**src/rtl/tail_light_sequencer_if.sv**
```systemverilog
// Switch-side requests and PWM-bank duty outputs of the tail-light sequencer.
interface tail_light_sequencer_if #(
  parameter int unsigned DUTY_W = 8
);
  logic                  step_tick;
  logic                  left;
  logic                  right;
  logic                  hazard;
  logic                  brake;
  logic [6*DUTY_W-1:0]   duty;
  logic                  busy;
  logic [1:0]            active_side;

  // Request source: drives strobes/levels, observes lamp duties.
  modport master (
    output step_tick, left, right, hazard, brake,
    input  duty, busy, active_side
  );

  // Sequencer: consumes requests, owns the duty registers.
  modport slave (
    input  step_tick, left, right, hazard, brake,
    output duty, busy, active_side
  );
endinterface

```
**src/rtl/tail_light_sequencer.sv**
```systemverilog
// Sequences six PWM tail lamps (0..2 right, 3..5 left; inner to outer) for turn/hazard
// requests, ramping in quarter-brightness steps on each step_tick, with a brake overlay
// on lamps that are not part of the running sequence.
module tail_light_sequencer #(
  parameter int unsigned       DUTY_W     = 8,
  parameter int unsigned       GAP_STEPS  = 4,
  parameter logic [DUTY_W-1:0] BRAKE_DUTY = 8'h80
) (
  input  logic                   clk,
  input  logic                   reset,
  tail_light_sequencer_if.slave  bus
);

  localparam int unsigned GapW         = $clog2(GAP_STEPS) + 1;
  localparam int unsigned LampsPerSide = 3;
  localparam int unsigned NumLamps     = 2 * LampsPerSide;
  localparam logic [3:0]  LastStep     = 4'd11;
  localparam logic [GapW-1:0] LastGap  = GapW'(GAP_STEPS - 1);

  typedef enum logic [1:0] {
    StIdle,
    StRamp,
    StGap
  } state_e;

  state_e                     state_q, state_d;
  logic [3:0]                 step_q, step_d;
  logic [GapW-1:0]            gap_q, gap_d;
  logic [1:0]                 side_q, side_d;
  logic [NumLamps*DUTY_W-1:0] duty_q, duty_d;
  logic                       busy_q, busy_d;

  // Duty of lamp 'lamp' (0 inner .. 2 outer) on a sequenced side at ramp step k.
  function automatic logic [DUTY_W-1:0] ramp_level(input logic [3:0] k,
                                                   input int unsigned lamp);
    int unsigned idx;
    int unsigned phase;
    logic [DUTY_W-1:0] lvl;
    idx   = {28'd0, k} >> 2;
    phase = {28'd0, k} & 32'd3;
    if (lamp < idx) begin
      lvl = '1;
    end else if (lamp == idx) begin
      if (phase == 32'd3) begin
        lvl = '1;
      end else begin
        lvl = DUTY_W'((phase + 32'd1) << (DUTY_W - 2));
      end
    end else begin
      lvl = '0;
    end
    return lvl;
  endfunction

  // Sequence control: request arbitration in IDLE, ramp/gap counting on step ticks.
  always_comb begin
    state_d = state_q;
    step_d  = step_q;
    gap_d   = gap_q;
    side_d  = side_q;
    unique case (state_q)
      StIdle: begin
        if (bus.step_tick) begin
          if (bus.hazard) begin
            side_d  = 2'b11;
            step_d  = 4'd0;
            state_d = StRamp;
          end else if (bus.left ^ bus.right) begin
            // Both turn levels together without hazard is not a request.
            side_d  = {bus.left, bus.right};
            step_d  = 4'd0;
            state_d = StRamp;
          end
        end
      end
      StRamp: begin
        // Requests are not sampled here; a started sequence always completes.
        if (bus.step_tick) begin
          if (step_q == LastStep) begin
            gap_d   = '0;
            step_d  = 4'd0;
            state_d = StGap;
          end else begin
            step_d = step_q + 4'd1;
          end
        end
      end
      StGap: begin
        if (bus.step_tick) begin
          if (gap_q == LastGap) begin
            gap_d   = '0;
            side_d  = 2'b00;
            state_d = StIdle;
          end else begin
            gap_d = gap_q + GapW'(1);
          end
        end
      end
      default: begin
        state_d = StIdle;
        step_d  = 4'd0;
        gap_d   = '0;
        side_d  = 2'b00;
      end
    endcase
  end

  // Lamp duties from the next sequence state so lamps change on the same edge as the state.
  always_comb begin
    duty_d = '0;
    busy_d = (state_d != StIdle);
    for (int i = 0; i < NumLamps; i++) begin
      if (side_d[i / LampsPerSide] && (state_d == StRamp)) begin
        duty_d[i*DUTY_W +: DUTY_W] = ramp_level(step_d, i % LampsPerSide);
      end else if (side_d[i / LampsPerSide] && (state_d == StGap)) begin
        duty_d[i*DUTY_W +: DUTY_W] = '0;
      end else if (bus.brake) begin
        duty_d[i*DUTY_W +: DUTY_W] = BRAKE_DUTY;
      end else begin
        duty_d[i*DUTY_W +: DUTY_W] = '0;
      end
    end
  end

  // State and registered outputs; reset aborts any sequence immediately.
  always_ff @(posedge clk or negedge reset) begin
    if (!reset) begin
      state_q <= StIdle;
      step_q  <= 4'd0;
      gap_q   <= '0;
      side_q  <= 2'b00;
      duty_q  <= '0;
      busy_q  <= 1'b0;
    end else begin
      state_q <= state_d;
      step_q  <= step_d;
      gap_q   <= gap_d;
      side_q  <= side_d;
      duty_q  <= duty_d;
      busy_q  <= busy_d;
    end
  end

  assign bus.duty        = duty_q;
  assign bus.busy        = busy_q;
  assign bus.active_side = side_q;

endmodule

```
**src/flat_wrapper.sv**
```systemverilog
// flat-port wrapper written by rule: the top's interface ports become plain ports
module tail_light_sequencer_flat 
#(
  parameter int unsigned       DUTY_W     = 8,
  parameter int unsigned       GAP_STEPS  = 4,
  parameter logic [DUTY_W-1:0] BRAKE_DUTY = 8'h80
)
  (clk, reset, bus_step_tick, bus_left, bus_right, bus_hazard, bus_brake, bus_duty, bus_busy, bus_active_side);
  tail_light_sequencer_if #(.DUTY_W(DUTY_W)) bus_i ();
  input  logic clk;
  input  logic reset;
  input wire logic [$bits(bus_i.step_tick)-1:0] bus_step_tick;
  input wire logic [$bits(bus_i.left)-1:0] bus_left;
  input wire logic [$bits(bus_i.right)-1:0] bus_right;
  input wire logic [$bits(bus_i.hazard)-1:0] bus_hazard;
  input wire logic [$bits(bus_i.brake)-1:0] bus_brake;
  output wire logic [$bits(bus_i.duty)-1:0] bus_duty;
  output wire logic [$bits(bus_i.busy)-1:0] bus_busy;
  output wire logic [$bits(bus_i.active_side)-1:0] bus_active_side;
  assign bus_i.step_tick = bus_step_tick;
  assign bus_i.left = bus_left;
  assign bus_i.right = bus_right;
  assign bus_i.hazard = bus_hazard;
  assign bus_i.brake = bus_brake;
  assign bus_duty = bus_i.duty;
  assign bus_busy = bus_i.busy;
  assign bus_active_side = bus_i.active_side;
  tail_light_sequencer #(.DUTY_W(DUTY_W), .GAP_STEPS(GAP_STEPS), .BRAKE_DUTY(BRAKE_DUTY)) u_core (.clk(clk), .reset(reset), .bus(bus_i));
endmodule
```
**config.mk**
```make
export PLATFORM = sky130hd
export DESIGN_NAME = tail_light_sequencer_flat
export DESIGN_NICKNAME = d
export VERILOG_FILES = /design/src/rtl/tail_light_sequencer_if.sv /design/src/rtl/tail_light_sequencer.sv /design/src/flat_wrapper.sv
export SDC_FILE = /design/constraint.sdc
export NUM_CORES = 1
export LEC_CHECK = 0
export ABC_AREA = 1
export CAP_MARGIN = 10
export CORE_MARGIN = 2
export CORE_UTILIZATION = 48
export DETAILED_ROUTE_END_ITERATION = 10
export PLACE_DENSITY = 0.85
export SLEW_MARGIN = 20
export SYNTH_ARGS = -nofsm -noshare
export SYNTH_HDL_FRONTEND = slang
export SYNTH_SLANG_ARGS = --single-unit
export TNS_END_PERCENT = 30
```
**constraint.sdc**
```tcl
create_clock -name clk -period 2.98 [get_ports clk]
set_input_delay 0.596 -clock clk [delete_from_list [all_inputs] [get_ports clk]]
set_output_delay 0.596 -clock clk [all_outputs]
set_load 0.05 [all_outputs]
```
==> flow_summary.yaml, run 1 <==
worst_hold_path:
  hold_path_depth: 2
  min-delay-path-class: "reg2reg"
  worstHoldEndpoint: "u_core.gap_q[2]"
  min-delay-start: "u_core.gap_q[2]"
die:
  coreArea_um2: 3337
  die-area_um2: 3970
  dieWidth_um: 63.01
  rows: 21
  io_pins: 58
  initial_core_util: 0.5009
  chipHeight_um: 63.01
cts:
  clk_pin_slew_ns: 0.09
  cts_setup_buffers: 0
  clock_sinks: 30
  htree_levels: 2
  cts_tree: "built"
  cts-root-buf: "clkbuf_4"
  ctsResizeCount: 0
  cts_buffers: 5
  clk_path_buf_depth: 2
  cts_hold_buffers: 0
  clk_latency_ns: 0.33
yosys:
  yosysTopAreaCellShare: 0.4491
  yosysSeqAreaShare: 0.4491
  synth_fp_nets: 206
  postSynth.asyncResetShare: 1.000
  synthTopCellsByArea: "dfrtp_1, buf_4, nand2_1"
  syn_area_um2: 1672
  ys_seq_elements: 30
  yosysTopAreaCell: "dfrtp_1"
  avgSynthCellArea_um2: 8.485
  synth_edf_count: 0
  synthFlopType: "dfrtp_1"
  ys_types: 23
  netlist_instances: 197
  yosys_warnings: 0
detailed_routing:
  drc_errors: 0
  ant_nets: 0
  num_vias: 1378
  vias_per_cell: 4.957
  first_pass_iters: 4
  totalWireLength_um: 3431
  drtIter0Drc: 45
  routedWlPerCell_um: 12.34
timing:
  setup_violations: 0
  period_needed_ns: 2.204
  tightest_slew_ns: 0.5174
  slew_violations: 0
  hold_violations: 0
  fin_skew_ns: 0.006752
  tns_ns: 0
  slew_headroom: 0.6540
  fmax_ghz: 0.4536
  post-route-period-util: 0.7398
  rsz0062_at_grt: "no"
global_route:
  antenna_found_initial: 0
  grt_usage: 0.1887
  grt_max_degree: 31
  overflow: 0
  grt_pass1_wl_um: 5885
  grt_pass1_vias: 1306
run_status:
  status: "finished clean"
place:
  port_buffers: 57
  gp_congestion: 0.9547
  dp_hpwl_um: 2683
critical_path:
  r2r_slack_ns: 1.08
  r2r_cells: 10
  path_buf_inv: 1
  r2r_start: "u_core.step_q[0]"
  path_class: "reg2out"
  crit_family: "buffers and inverters"
  cp_data_arrival_time_ns: 1.61
  cp.required_ns: 2.38
  critPathMaxStageDelay_ns: 0.84
  critPathCaptureType: "primary output"
  timing.rr.end: "u_core.bus.duty[13]"
  crit_chain: "clkdlybuf4s50_1"
  cp_max_fo: 6
  crit_path_start_kind: "flip-flop"
  slowest_stage: "clkdlybuf4s50_1"
run:
  cap_viol_max_count: 0
cells_and_area:
  final_layout_size_suffix_gt1_frac: 0.1552
  n_antenna_cell: 0
  nets: 241
  area_growth_pct: 29.42
[registers in the layout, indices dropped and copies added, names as in the netlist]
register and flops:
u_core.bus.duty 18, u_core.step_q 4, u_core.gap_q 3, u_core.bus.active_side 2, u_core.state_q 2, u_core.bus.busy 1
[layout by cell type (no fill, tap or decap), drive strengths merged]
master	netlist	routed
clkinv	1	1
clkdlybuf4s50	0	57
a21oi	7	7
nand2	48	48
dfrtp	30	30
o22ai	1	1
o211ai	1	1
inv	25	25
nand4	2	2
buf	30	1
nand3b	1	1
or2	1	1
a31oi	1	1
ha	2	2
nor2	19	19
o21ai	13	13
bufinv	0	1
o31ai	2	2
clkbuf	0	6
nand3	13	13
[worst max path at each step]
stage,start,to,slack (ns),cells after the start
after floorplan,bus_left,u_core.bus.duty[14],1.34,11
after global placement,bus_step_tick,u_core.bus.duty[14],0.67,10
after detailed placement,bus_left,u_core.bus.duty[13],0.59,11
after CTS,u_core.bus.duty[29],bus_duty[29],0.76,1
after global routing,u_core.bus.duty[29],bus_duty[29],0.69,1
final,u_core.bus.duty[29],bus_duty[29],0.78,1
[cells in the mapped netlist, types with 2 or more instances]
library cell	n
nand2_1	41
nand2_4	3
nand2_2	4
o21ai_0	5
inv_1	15
a21oi_1	7
o21ai_1	2
nand3_1	13
buf_4	30
nor2_1	18
ha_1	2
inv_2	10
o21ai_2	6
o31ai_2	2
dfrtp_1	30
nand4_1	2
[layout make-up]
class                           instances  area (um2)
Clock buffer                            6       51.30
Clock inverter                          1       30.03
Fill cell                             278        1174
Inverter                               26       97.59
Multi-Input combinational cell        111       598.1
Sequential cell                        30       750.7
Tap cell                               46       57.56
Timing Repair Buffer                   58       578.1
[routing by layer]
layer	global-route usage	part of all wire	vias up
met5	0	0	-
met4	0.07778	0.015	0
met3	0.04865	0.065	7
met2	0.3351	0.51	49
met1	0.2133	0.41	661
li1	-	-	661
[stage by stage]
step	hold slack (ns)	instance area (um2)	utilization	instances	worst slack, ns
detailed placement	0.4830	2082	0.6239	271	0.5926
global route	0.5131	2163	0.6483	278	0.6882
floorplan	0.3004	1672	-	197	1.337
global placement	0.4722	2082	0.6239	271	0.6680
finish	0.4955	2163	0.6483	278	0.7755
CTS	0.5042	2163	0.6483	278	0.7627
[cells by family (layout without fill, tap and decap cells)]
logic type / count (synthesis) / count (layout) / synth area share
AND/OR/NAND/NOR: 84 / 84 / 0.2343
buffers and inverters: 56 / 91 / 0.1931
flip-flops: 30 / 30 / 0.4491
AO/OA/AOI/OAI: 25 / 25 / 0.1085
adder cells (fa/ha/maj): 2 / 2 / 0.01497
Power of run 1 is left out: the tool's default activity adds up to more than one toggle a clock period on the data nets, which glitch-free logic cannot reach.
==> run 2: changes to the inputs <==
--- a/config.mk
+++ b/config.mk
@@ -8,9 +8,9 @@
 export ABC_AREA = 1
 export CAP_MARGIN = 10
 export CORE_MARGIN = 2
-export CORE_UTILIZATION = 48
+export CORE_UTILIZATION = 41
 export DETAILED_ROUTE_END_ITERATION = 10
-export PLACE_DENSITY = 0.85
+export PLACE_DENSITY = 0.78
 export SLEW_MARGIN = 20
 export SYNTH_ARGS = -nofsm -noshare
 export SYNTH_HDL_FRONTEND = slang
==> constraint.sdc (replaced) <==
create_clock -name clk -period 1.9 [get_ports clk]
set_input_delay 0.38 -clock clk [delete_from_list [all_inputs] [get_ports clk]]
set_output_delay 0.38 -clock clk [all_outputs]
set_load 0.05 [all_outputs]
==> flow_summary.yaml, run 2 (synthesized netlist as in run 1, its figures left out) <==
run_status:
  status: "finished clean"
cts:
  clk_latency_ns: 0.28
  cts-root-buf: "clkbuf_8"
  clock_sinks: 30
  cts_tree: "built"
  clk_pin_slew_ns: 0.06
  clk_path_buf_depth: 2
  cts_buffers: 5
  htree_levels: 2
worst_hold_path:
  min-delay-path-class: "in2async"
die:
  die-area_um2: 4604
  chipHeight_um: 67.85
  dieWidth_um: 67.85
  initial_core_util: 0.4209
  coreArea_um2: 3971
  rows: 23
  io_pins: 58
timing:
  fin_skew_ns: 0.004368
  slew_violations: 0
  slew_headroom: 0.6588
  hold_violations: 0
  rsz0062_at_grt: "yes"
  tightest_slew_ns: 0.5102
  fmax_ghz: 0.5580
  post-route-period-util: 0.9432
  period_needed_ns: 1.792
  setup_violations: 0
  hold_slack_ns: 0.4889
cells_and_area:
  area_growth_pct: 32.56
  final_cell_mix: "buf_4, nand2_1, dfrtp_1, clkdlybuf4s50_1, nor2_1"
  nets: 254
  utilization: 0.5580
  nFillCells: 383
  final_layout_size_suffix_gt1_frac: 0.3796
  largest_reg_flops: 18
  n_antenna_cell: 0
  final_common_cell: "buf_4"
place:
  gp_congestion: 0.8960
  port_buffers: 57
  dp_hpwl_um: 2721
critical_path:
  slowest_stage: "clkdlybuf4s50_1"
  r2r_slack_ns: 0.20
  cp_max_fo: 1
  r2r_cells: 10
  path_buf_inv: 1
  crit_chain: "clkdlybuf4s50_1"
  path_class: "reg2out"
  timing.rr.end: "u_core.bus.duty[38]"
  crit_family: "buffers and inverters"
  crit_path_start_kind: "flip-flop"
  critPathCaptureType: "primary output"
  cp.required_ns: 1.52
  r2r_start: "u_core.step_q[1]"
  cp_data_arrival_time_ns: 1.41
  critPathMaxStageDelay_ns: 0.81
detailed_routing:
  drc_errors: 0
  vias_per_cell: 4.708
  ant_nets: 0
  drtIter0Drc: 35
  num_vias: 1389
  first_pass_iters: 4
  totalWireLength_um: 3478
  routedWlPerCell_um: 11.79
global_route:
  grt_pass1_wl_um: 5733
  antenna_found_initial: 0
  grt_max_degree: 31
  grt_pass1_vias: 1332
  grt_usage: 0.1702
  overflow: 0
run:
  cap_viol_max_count: 0
==> run 2: changes by cell type in the layout (fill, tap and decap cells not counted), moves of 2 or more <==
cell / before / now
clkbuf_4: 5 / 0
nand2_1: 41 / 39
buf_4: 1 / 53
clkbuf_8: 1 / 6
clkdlybuf4s50_1: 57 / 18
nand2_2: 4 / 6
==> run 2: routing by layer <==
layer | up-vias | GRT usage | wire length [um]
li1 | 689 | - | -
met1 | 655 | 0.2019 | 1461
met2 | 38 | 0.2904 | 1736
met3 | 7 | 0.05428 | 220
met4 | 0 | 0.06000 | 60
met5 | - | 0 | 0
==> run 2: metrics by stage <==
step                      instances  setup WS, ns  instance area (um2)  TNS (ns)
after floorplan                 197        0.3526                 1672         0
after global placement          287       -0.1672                 2079    -1.772
after detailed placement        287       -0.1596                 2079    -1.967
after CTS                       294       0.08764                 2192         0
after global routing            295      -0.04475                 2216   -0.1435
final                           295        0.1080                 2216         0
==> run 2: worst max path at each step <==
stage	startpoint	to	slack [ns]	depth (start not counted)
after global routing	bus_left	u_core.bus.duty[21]	-0.04	13
after floorplan	u_core.step_q[0]	u_core.bus.duty[14]	0.35	10
after global placement	bus_left	u_core.bus.duty[22]	-0.17	12
after detailed placement	bus_right	u_core.bus.duty[22]	-0.16	12
after CTS	u_core.bus.duty[7]	bus_duty[7]	0.09	1
final	u_core.bus.duty[7]	bus_duty[7]	0.11	1
==> run 2: repair_timing <==
item | 4_1_cts | 5_1_grt
gates resized for setup | 0 | 5
hold buffers | 0 | 0
endpoints found under the hold margin | 0 | 0
endpoints found under the setup margin | 0 | 12
setup buffers | 0 | 1
==> run 2: final cells by class <==
cell class	instances	area, um2	area share
multi-input combinational	111	614.3	0.2772
inverter	26	97.59	0.04404
clock inverter	1	30.03	0.01355
timing repair buffer	71	578.1	0.2609
tap	50	62.56	0.02823
clock buffer	6	82.58	0.03727
sequential	30	750.7	0.3388
Power of run 2 is left out for the same reason.
